==> config.mk <==
export PLATFORM = sky130hd
export DESIGN_NAME = fll_dco_ctrl_flat
export DESIGN_NICKNAME = d
export VERILOG_FILES = /design/src/rtl/fll_pkg.sv /design/src/rtl/fll_dco_ctrl_if.sv /design/src/rtl/fll_settle_timer.sv /design/src/rtl/fll_dco_ctrl.sv /design/src/flat_wrapper.sv
export SDC_FILE = /design/constraint.sdc
export NUM_CORES = 1
export LEC_CHECK = 0
export CAP_MARGIN = 20
export CORE_MARGIN = 2
export CORE_UTILIZATION = 48
export DETAILED_ROUTE_END_ITERATION = 6
export PLACE_DENSITY_LB_ADDON = 0.25
export SYNTH_ARGS = -nofsm -noshare
export SYNTH_HDL_FRONTEND = slang
export SYNTH_SLANG_ARGS = --single-unit
==> constraint.sdc <==
create_clock -name ref_clk -period 5.15 [get_ports ref_clk]
set_clock_uncertainty 0.2 [all_clocks]
set_input_delay 1.03 -clock ref_clk [delete_from_list [all_inputs] [get_ports ref_clk]]
set_output_delay 1.03 -clock ref_clk [all_outputs]
set_load 0.01 [all_outputs]
==> src/rtl/fll_pkg.sv <==
// -----------------------------------------------------------------------------
// fll_pkg
// Shared types and helpers for the FLL DCO tuning controller.
//   fll_state_e   : controller FSM states (IDLE, REQ, EVAL, SETTLE)
//   fll_phase_e   : search phase (coarse binary search or +/-1 tracking)
//   fll_mid_code  : mid-scale DCO code for a given code width
// No ports.
// -----------------------------------------------------------------------------
package fll_pkg;

   typedef enum logic [1:0] {
      ST_IDLE   = 2'd0,
      ST_REQ    = 2'd1,
      ST_EVAL   = 2'd2,
      ST_SETTLE = 2'd3
   } fll_state_e;

   typedef enum logic {
      PH_SAR   = 1'b0,
      PH_TRACK = 1'b1
   } fll_phase_e;

   // Mid-scale code 2^(code_w-1): the starting point of both the binary
   // search and the tracking loop.
   function automatic int unsigned fll_mid_code(input int unsigned code_w);
      return 32'd1 << (code_w - 1);
   endfunction

endpackage : fll_pkg

==> src/rtl/fll_dco_ctrl_if.sv <==
// -----------------------------------------------------------------------------
// fll_dco_ctrl_if
// Measurement handshake between the DCO controller and the cross-domain
// frequency counter. All signals live in the ref_clk domain.
//   meas_req   : level request for a measurement (controller -> counter)
//   meas_done  : single-cycle completion pulse (counter -> controller)
//   meas_count : DCO-divided-clock count, valid with meas_done
// Modports: master = controller, slave = counter block.
// -----------------------------------------------------------------------------
interface fll_dco_ctrl_if #(
   parameter int CountW = 11
) ();

   logic              meas_req;
   logic              meas_done;
   logic [CountW-1:0] meas_count;

   modport master (
      output meas_req,
      input  meas_done,
      input  meas_count
   );

   modport slave (
      input  meas_req,
      output meas_done,
      output meas_count
   );

endinterface : fll_dco_ctrl_if

==> src/rtl/fll_settle_timer.sv <==
// -----------------------------------------------------------------------------
// fll_settle_timer
// Loadable down-counter used to let the DCO settle after a code change.
// Ports:
//   ref_clk  in   clock
//   reset    in   synchronous active-high reset
//   i_load   in   load i_value into the counter
//   i_value  in   SettleW  load value
//   i_run    in   count down while high (stops at zero)
//   o_done   out  counter is at zero
// A load of N followed by i_run yields o_done after N cycles, so a wait state
// that exits on o_done lasts N+1 cycles.
// -----------------------------------------------------------------------------
module fll_settle_timer #(
   parameter int SettleW = 8
) (
   input  logic               ref_clk,
   input  logic               reset,
   input  logic               i_load,
   input  logic [SettleW-1:0] i_value,
   input  logic               i_run,
   output logic               o_done
);

   logic [SettleW-1:0] r_cnt;

   always_ff @(posedge ref_clk) begin
      if (reset) begin
         r_cnt <= '0;
      end else if (i_load) begin
         r_cnt <= i_value;
      end else if (i_run && (r_cnt != '0)) begin
         r_cnt <= r_cnt - 1'b1;
      end
   end

   assign o_done = (r_cnt == '0);

endmodule : fll_settle_timer

==> src/rtl/fll_dco_ctrl.sv <==
// -----------------------------------------------------------------------------
// fll_dco_ctrl
// Closed-loop DCO tuning controller for the LC-DCO FLL (ref_clk domain).
// Requests a frequency measurement, compares the returned count against the
// target and adjusts the DCO code: optional coarse binary search (SAR), then
// +/-1 tracking. Lock is reported after LockCount consecutive in-range
// tracking measurements.
//
// Build option: define FLL_SAR_EN to compile the binary-search phase. Without
// it the controller always tracks, starting from the mid-scale code.
//
// Ports:
//   ref_clk         in   clock
//   reset           in   synchronous active-high reset
//   enable          in   loop enable (level)
//   target_count    in   CountW   desired count per measurement window
//   lock_range      in   CountW   allowed |error| for in-range
//   settle_cycles   in   SettleW  wait after each evaluation (+1 cycle)
//   meas            if   master modport: meas_req / meas_done / meas_count
//   dco_code        out  CodeW    DCO tuning code (higher = faster)
//   code_update     out  pulse in the first cycle dco_code shows a new value
//   freq_incr_decr  out  1 = last error positive (DCO too slow)
//   freq_err        out  CountW+1 last target_count - meas_count (2's compl.)
//   fll_locked      out  lock indicator
// -----------------------------------------------------------------------------
module fll_dco_ctrl
   import fll_pkg::*;
#(
   parameter int CountW    = 11,
   parameter int CodeW     = 8,
   parameter int SettleW   = 8,
   parameter int LockCount = 4
) (
   input  logic               ref_clk,
   input  logic               reset,
   input  logic               enable,
   input  logic [CountW-1:0]  target_count,
   input  logic [CountW-1:0]  lock_range,
   input  logic [SettleW-1:0] settle_cycles,
   fll_dco_ctrl_if.master     meas,
   output logic [CodeW-1:0]   dco_code,
   output logic               code_update,
   output logic               freq_incr_decr,
   output logic [CountW:0]    freq_err,
   output logic               fll_locked
);

   localparam logic [CodeW-1:0] MID      = CodeW'(fll_mid_code(CodeW));
   localparam logic [CodeW-1:0] CODE_MAX = '1;
   localparam int               LockW    = 4;
   localparam logic [LockW-1:0] LOCK_TGT = LockW'(LockCount);

   // ---------------------------------------------------------------- state
   fll_state_e          r_state, w_state_next;
   logic                r_meas_req, w_meas_req_next;
   logic [CountW-1:0]   r_meas_cnt, w_meas_cnt_next;
   logic [CodeW-1:0]    r_dco_code, w_code_next;
   logic                r_code_update, w_code_update_next;
   logic [CountW:0]     r_freq_err, w_freq_err_next;
   logic                r_incr, w_incr_next;
   logic                r_locked, w_locked_next;
   logic [LockW-1:0]    r_lock_cnt, w_lock_cnt_next;

`ifdef FLL_SAR_EN
   localparam int             SarW    = (CodeW > 1) ? $clog2(CodeW) : 1;
   localparam logic [SarW-1:0] SAR_TOP = SarW'(CodeW - 1);

   fll_phase_e      r_phase, w_phase_next;
   logic [SarW-1:0] r_sar_bit, w_sar_bit_next;
   logic [CodeW-1:0] w_sar_code;
`endif

   // ---------------------------------------------------------------- error
   // Error is formed in CountW+1 bits so target - count never overflows;
   // the MSB is the sign.
   logic [CountW:0] w_err;
   logic            w_err_neg;
   logic            w_err_pos;
   logic [CountW:0] w_err_abs;
   logic            w_in_range;

   assign w_err      = {1'b0, target_count} - {1'b0, r_meas_cnt};
   assign w_err_neg  = w_err[CountW];
   assign w_err_pos  = !w_err_neg && (w_err != '0);
   assign w_err_abs  = w_err_neg ? (~w_err + 1'b1) : w_err;
   assign w_in_range = (w_err_abs <= {1'b0, lock_range});

   // ---------------------------------------------------------------- settle
   logic w_settle_load;
   logic w_settle_run;
   logic w_settle_done;

   assign w_settle_run = (r_state == ST_SETTLE);

   fll_settle_timer #(
      .SettleW (SettleW)
   ) u_settle (
      .ref_clk (ref_clk),
      .reset   (reset),
      .i_load  (w_settle_load),
      .i_value (settle_cycles),
      .i_run   (w_settle_run),
      .o_done  (w_settle_done)
   );

   // ---------------------------------------------------------------- registers
   always_ff @(posedge ref_clk) begin
      if (reset) begin
         r_state       <= ST_IDLE;
         r_meas_req    <= 1'b0;
         r_meas_cnt    <= '0;
         r_dco_code    <= MID;
         r_code_update <= 1'b0;
         r_freq_err    <= '0;
         r_incr        <= 1'b0;
         r_locked      <= 1'b0;
         r_lock_cnt    <= '0;
`ifdef FLL_SAR_EN
         r_phase       <= PH_SAR;
         r_sar_bit     <= SAR_TOP;
`endif
      end else begin
         r_state       <= w_state_next;
         r_meas_req    <= w_meas_req_next;
         r_meas_cnt    <= w_meas_cnt_next;
         r_dco_code    <= w_code_next;
         r_code_update <= w_code_update_next;
         r_freq_err    <= w_freq_err_next;
         r_incr        <= w_incr_next;
         r_locked      <= w_locked_next;
         r_lock_cnt    <= w_lock_cnt_next;
`ifdef FLL_SAR_EN
         r_phase       <= w_phase_next;
         r_sar_bit     <= w_sar_bit_next;
`endif
      end
   end

   // ---------------------------------------------------------------- next state
   always_comb begin
      w_state_next    = r_state;
      w_meas_req_next = r_meas_req;
      w_meas_cnt_next = r_meas_cnt;
      w_code_next     = r_dco_code;
      w_freq_err_next = r_freq_err;
      w_incr_next     = r_incr;
      w_locked_next   = r_locked;
      w_lock_cnt_next = r_lock_cnt;
      w_settle_load   = 1'b0;
`ifdef FLL_SAR_EN
      w_phase_next    = r_phase;
      w_sar_bit_next  = r_sar_bit;
      w_sar_code      = r_dco_code;
`endif

      if (!enable) begin
         // Abort from any state; the code is kept so the DCO stays put.
         w_state_next    = ST_IDLE;
         w_meas_req_next = 1'b0;
         w_locked_next   = 1'b0;
         w_lock_cnt_next = '0;
      end else begin
         case (r_state)
            ST_IDLE: begin
               // Every (re)start begins from mid-scale at the top of the search.
               w_state_next    = ST_REQ;
               w_meas_req_next = 1'b1;
               w_code_next     = MID;
`ifdef FLL_SAR_EN
               w_phase_next    = PH_SAR;
               w_sar_bit_next  = SAR_TOP;
`endif
            end

            ST_REQ: begin
               if (meas.meas_done) begin
                  w_meas_cnt_next = meas.meas_count;
                  w_meas_req_next = 1'b0;
                  w_state_next    = ST_EVAL;
               end
            end

            ST_EVAL: begin
               w_freq_err_next = w_err;
               w_incr_next     = w_err_pos;
               w_settle_load   = 1'b1;
               w_state_next    = ST_SETTLE;
`ifdef FLL_SAR_EN
               if (r_phase == PH_SAR) begin
                  // Trial bit stays only if the DCO was not too fast.
                  if (w_err_neg) begin
                     w_sar_code[r_sar_bit] = 1'b0;
                  end
                  if (r_sar_bit != '0) begin
                     w_sar_code[r_sar_bit - 1'b1] = 1'b1;
                     w_sar_bit_next = r_sar_bit - 1'b1;
                  end else begin
                     w_phase_next = PH_TRACK;
                  end
                  w_code_next     = w_sar_code;
                  w_lock_cnt_next = '0;
                  w_locked_next   = 1'b0;
               end else
`endif
               begin
                  if (w_in_range) begin
                     w_lock_cnt_next = (r_lock_cnt >= LOCK_TGT) ? r_lock_cnt
                                                                : r_lock_cnt + 1'b1;
                     w_locked_next   = (w_lock_cnt_next >= LOCK_TGT);
                  end else begin
                     if (w_err_pos && (r_dco_code != CODE_MAX)) begin
                        w_code_next = r_dco_code + 1'b1;
                     end else if (w_err_neg && (r_dco_code != '0)) begin
                        w_code_next = r_dco_code - 1'b1;
                     end
                     w_lock_cnt_next = '0;
                     w_locked_next   = 1'b0;
                  end
               end
            end

            ST_SETTLE: begin
               if (w_settle_done) begin
                  w_state_next    = ST_REQ;
                  w_meas_req_next = 1'b1;
               end
            end

            default: begin
               w_state_next    = ST_IDLE;
               w_meas_req_next = 1'b0;
            end
         endcase
      end

      // Pulse only when the code really moves (saturation gives no pulse).
      w_code_update_next = (w_code_next != r_dco_code);
   end

   // ---------------------------------------------------------------- outputs
   assign meas.meas_req   = r_meas_req;
   assign dco_code        = r_dco_code;
   assign code_update     = r_code_update;
   assign freq_incr_decr  = r_incr;
   assign freq_err        = r_freq_err;
   assign fll_locked      = r_locked;

endmodule : fll_dco_ctrl

==> src/flat_wrapper.sv <==
// flat-port wrapper written by rule: the top's interface ports become plain ports
module fll_dco_ctrl_flat import fll_pkg::*;
#(
   parameter int CountW    = 11,
   parameter int CodeW     = 8,
   parameter int SettleW   = 8,
   parameter int LockCount = 4
)
  (ref_clk, reset, enable, target_count, lock_range, settle_cycles, dco_code, code_update, freq_incr_decr, freq_err, fll_locked, meas_meas_req, meas_meas_done, meas_meas_count);
  fll_dco_ctrl_if #(.CountW(CountW)) meas_i ();
  input  logic ref_clk;
  input  logic reset;
  input  logic enable;
  input  logic [CountW-1:0] target_count;
  input  logic [CountW-1:0] lock_range;
  input  logic [SettleW-1:0] settle_cycles;
  output logic [CodeW-1:0] dco_code;
  output logic code_update;
  output logic freq_incr_decr;
  output logic [CountW:0] freq_err;
  output logic fll_locked;
  output wire logic [$bits(meas_i.meas_req)-1:0] meas_meas_req;
  input wire logic [$bits(meas_i.meas_done)-1:0] meas_meas_done;
  input wire logic [$bits(meas_i.meas_count)-1:0] meas_meas_count;
  assign meas_meas_req = meas_i.meas_req;
  assign meas_i.meas_done = meas_meas_done;
  assign meas_i.meas_count = meas_meas_count;
  fll_dco_ctrl #(.CountW(CountW), .CodeW(CodeW), .SettleW(SettleW), .LockCount(LockCount)) u_core (.ref_clk(ref_clk), .reset(reset), .enable(enable), .target_count(target_count), .lock_range(lock_range), .settle_cycles(settle_cycles), .meas(meas_i), .dco_code(dco_code), .code_update(code_update), .freq_incr_decr(freq_incr_decr), .freq_err(freq_err), .fll_locked(fll_locked));
endmodule
==> run_summary.xml <==
<?xml version="1.0" encoding="UTF-8"?>
<metrics>
  <group name="run_status">
    <metric name="status" unit="">complete, no violations</metric>
  </group>
  <group name="finish">
    <metric name="drive_gt1_frac" unit="">0.160</metric>
    <metric name="antennaDiodeCount" unit="">0</metric>
    <metric name="num-nets-final" unit="">685</metric>
    <metric name="area_growth_syn_to_layout" unit="%">38.4</metric>
    <metric name="final_util" unit="">0.688</metric>
  </group>
  <group name="setup_path">
    <metric name="worst_path_max_delay_cell" unit="">or4b_4</metric>
    <metric name="ff2ff_path_depth" unit="">19</metric>
    <metric name="timing.rr.start" unit="">u_core.r_meas_cnt[0]</metric>
    <metric name="regToRegSetupSlack" unit="ns">0.62</metric>
    <metric name="cp-endpoint" unit="">u_core.dco_code[7]</metric>
    <metric name="max_stage_delay" unit="ns">0.57</metric>
    <metric name="worst_setup_path_startpoint" unit="">target_count[5]</metric>
    <metric name="critical_path.cell_chain" unit="">clkdlybuf4s15_1, ha_4, or2_1, o211a_1, a31o_1, or4_4, or4b_4, nand2_2, xnor2_1, ha_1, o21ai_1, nand2b_1, a21oi_2, a41oi_2, o21ai_2, o22ai_4, a21boi_2, mux2_4, o21bai_1</metric>
    <metric name="setup.worst_path.class" unit="">in2reg</metric>
    <metric name="timing.critical_path.fanout_max" unit="">5</metric>
    <metric name="end_kind" unit="">flip-flop</metric>
    <metric name="timing.critical_path.arrival" unit="ns">5.04</metric>
    <metric name="worst_ep_required_time" unit="ns">5.19</metric>
    <metric name="terminus_of_the_critical_flop_to_flop_path" unit="">u_core.dco_code[7]</metric>
    <metric name="critPathLaunchType" unit="">input port</metric>
  </group>
  <group name="logic_synthesis">
    <metric name="async_flop_share" unit="">0</metric>
    <metric name="synth_top_family_by_area" unit="">compound AO/OA/AOI/OAI gates</metric>
    <metric name="avgSynthCellArea" unit="µm²">7.40</metric>
    <metric name="synth-adder-area-share" unit="">0.123</metric>
    <metric name="syn-instance-count" unit="">490</metric>
    <metric name="yosysWarningCount" unit="">0</metric>
    <metric name="synth_largest_area_cell" unit="">dfxtp_1</metric>
    <metric name="muxShareOfSynthArea" unit="">0.00586</metric>
    <metric name="compound_gate_fraction_of_synth_area" unit="">0.250</metric>
    <metric name="ys_types" unit="">65</metric>
    <metric name="post-synth-top-area-fraction" unit="">0.270</metric>
    <metric name="post_synthesis_xor_xnor_area_fraction" unit="">0.0483</metric>
    <metric name="synth_top_cells_by_area" unit="">dfxtp_1, ha_1, nand2_1, a21oi_1, nor2_1</metric>
    <metric name="synth_fp_nets" unit="">570</metric>
    <metric name="synth-seq-cells" unit="">49</metric>
    <metric name="mappedNetlistArea" unit="µm²">3630</metric>
    <metric name="synth_simple_gate_area_frac" unit="">0.238</metric>
    <metric name="synth.yosys.seq_area_share" unit="">0.270</metric>
    <metric name="synth-main-ff-cell" unit="">dfxtp_1</metric>
    <metric name="synth-edff-count" unit="">0</metric>
  </group>
  <group name="detailed_routing">
    <metric name="routed_wire_length_per_instance" unit="µm">14.3</metric>
    <metric name="drt_first_iter_violations" unit="">246</metric>
    <metric name="routed_wirelength" unit="mm">10.1</metric>
    <metric name="post-route-drc-count" unit="">0</metric>
    <metric name="drtPass1Iterations" unit="">5</metric>
    <metric name="vias" unit="">3931</metric>
    <metric name="final_antenna_net_count" unit="">0</metric>
    <metric name="routed_via_density" unit="">5.58</metric>
  </group>
  <group name="clocking">
    <metric name="ctsLongestPathBuffers" unit="">2</metric>
    <metric name="clock_tree_sinks" unit="">49</metric>
    <metric name="cts.root.buffer_cell" unit="">clkbuf_8</metric>
    <metric name="tritoncts.num_buffers" unit="">5</metric>
    <metric name="h_tree_level_count" unit="">2</metric>
    <metric name="cts_tree" unit="">built</metric>
    <metric name="path_clk_slew" unit="ns">0.10</metric>
    <metric name="clk-insertion-delay-late" unit="ns">0.31</metric>
  </group>
  <group name="global_routing">
    <metric name="first_global_vias" unit="">3758</metric>
    <metric name="grt_antenna_before_repair" unit="">0</metric>
    <metric name="global_route.overflow_total" unit="">0</metric>
    <metric name="maximum_number_of_pins_on_one_net_before_global_route_repair" unit="">29</metric>
    <metric name="gr-usage-all-layers" unit="">0.243</metric>
    <metric name="grt_pass1_wl" unit="mm">16.9</metric>
  </group>
  <group name="floorplan">
    <metric name="rows" unit="">31</metric>
    <metric name="fp.dieArea" unit="µm²">8270</metric>
    <metric name="die_h" unit="µm">90.9</metric>
    <metric name="die_x" unit="µm">90.9</metric>
    <metric name="initial_core_util" unit="">0.497</metric>
    <metric name="floorplan.io_pins" unit="">69</metric>
    <metric name="floorplan.core_area" unit="µm²">7290</metric>
  </group>
  <group name="placement">
    <metric name="gpl.final_weighted_congestion" unit="">0.967</metric>
    <metric name="hpwlAfterDp" unit="mm">7.70</metric>
    <metric name="io_buffers" unit="">68</metric>
  </group>
  <group name="timing">
    <metric name="hold-worst-slack" unit="ns">0.259</metric>
    <metric name="hold_viol" unit="">0</metric>
    <metric name="tns" unit="ns">0</metric>
    <metric name="layout_worst_path_cycle_share" unit="">0.970</metric>
    <metric name="worst_slew_pin_slew" unit="ns">0.990</metric>
    <metric name="timing.final.crit_period" unit="ns">5.00</metric>
    <metric name="finalMaxSlewViolations" unit="">0</metric>
    <metric name="achievable-frequency" unit="GHz">0.200</metric>
    <metric name="setup_viol" unit="">0</metric>
    <metric name="slew_headroom" unit="">0.338</metric>
  </group>
  <group name="power">
    <metric name="worst_ir_drop_vdd" unit="mV">0.0974</metric>
    <metric name="powerDensity" unit="nW/µm²">198</metric>
    <metric name="leakage" unit="nW">2.00</metric>
  </group>
  <group name="flow_run">
    <metric name="max-cap-violations" unit="">0</metric>
  </group>
  <group name="worst_hold_path">
    <metric name="hold_path.class" unit="">reg2reg</metric>
  </group>
</metrics>
## layout make-up
class                   instances  area, µm²
clock buffers                   5       68.8
clock inverters                 3       21.3
fillers                       631       2270
inverters                      42        160
multi-input cells             381       2540
flip-flops and latches         49        981
well taps                      99        124
repair buffers                126       1120
## placed cells by master (no fill, tap or decap), drive strengths merged, types with 3 or more instances in the layout
cell type and n:
or2 3, nand2b 4, a211oi 8, or4 4, o21a 3, o21ai 31
nand4 6, o211a 4, nor3 12, nor2b 6, xor2 8, a311oi 4
inv 43, o31ai 3, dfxtp 49, nor4 4, nand2 75, nor3b 4
o211ai 5, clkdlybuf4s50 62, clkbuf 6, a21oi 54, dlymetal6s2s 3, nor2 44
xnor2 12, ha 34, a21boi 3, nand3 9, buf 59, a31oi 4
## cell usage after synthesis, types with 5 or more instances
cell	n
a211oi_1	8
a21oi_1	54
clkbuf_1	12
dfxtp_1	49
ha_1	34
inv_1	42
nand2_1	75
nand3_1	9
nand4_1	6
nor2_1	44
nor2b_1	6
nor3_1	12
o211ai_1	5
o21ai_0	28
xnor2_1	12
xor2_1	8
## report_power, final
part | internal (mW) | leakage [nW] | total (mW) | switching, mW
sequential | 0.385 | 0.396 | 0.391 | 0.00524
combinational | 0.182 | 1.56 | 0.364 | 0.182
clock | 0.0968 | 0.0445 | 0.241 | 0.144
## logic make-up (layout without fill, tap and decap cells)
logic type                 count (synthesis)  count (layout)
AOI/OAI and AO/OA                        140             140
xor gates and xnor gates                  20              20
adders and majority gates                 35              35
buffers and inverters                     60             176
DFF                                       49              49
muxes                                      2               2
and+or+nand+nor                          184             184
## worst min-delay path by stage
stage / from / endpoint / slack [ns] / cells after the start
floorplan: u_core.r_meas_cnt[10] / u_core.r_meas_cnt[10] / 0.24 / 2
global placement: u_core.fll_locked / u_core.fll_locked / 0.24 / 2
detailed placement: u_core.r_meas_cnt[10] / u_core.r_meas_cnt[10] / 0.25 / 2
CTS: u_core.r_meas_cnt[10] / u_core.r_meas_cnt[10] / 0.26 / 2
global route: u_core.freq_err[3] / u_core.freq_err[3] / 0.28 / 2
finish: u_core.r_meas_cnt[10] / u_core.r_meas_cnt[10] / 0.26 / 2
## flip-flops by register name (all words and copies together), names as in the netlist
signal and flops:
u_core.fll_locked 1, u_core.dco_code 8, u_core.freq_err 12, u_core.r_state 2, u_core.r_meas_cnt 11, u_core.r_lock_cnt 4
u_core.freq_incr_decr 1, u_core.meas.meas_req 1, u_core.u_settle.r_cnt 8, u_core.code_update 1
## per-stage QoR
stage / setup slack [ns] / total power [mW] / cells / instance area (µm²)
6_report: 0.155 / 0.995 / 705 / 5020
5_1_grt: -0.0130 / 1.05 / 705 / 5020
4_1_cts: 0.00597 / 0.989 / 702 / 4960
3_5_place_dp: -0.820 / 0.738 / 693 / 4800
3_3_place_gp: -0.614 / 0.727 / 693 / 4800
2_1_floorplan: 0.000318 / 0.596 / 490 / 3670
## repair_timing
item                                    CTS  global route
pin swaps                                13            16
endpoints found under the setup margin   14            11
gates resized for setup                  13            17
hold buffers                              0             0
buffers inserted                          1             3
## critical path, delay by kind of cell
family / cells / cell delay [ns]
compound gates: 9 / 1.47
xor+xnor: 1 / 0.06
fa+ha+maj: 2 / 0.55
buf+inv: 1 / 0.20
mux: 1 / 0.31
simple gates: 5 / 1.40
## layer usage
metal,wire [µm],GRT usage,up-vias
met2,5040,0.423,112
li1,-,-,1951
met1,4450,0.310,1858
met4,114,0.0745,0
met5,0,0,-
met3,472,0.0332,10
No activity file was read; power rests on OpenSTA's default activity.
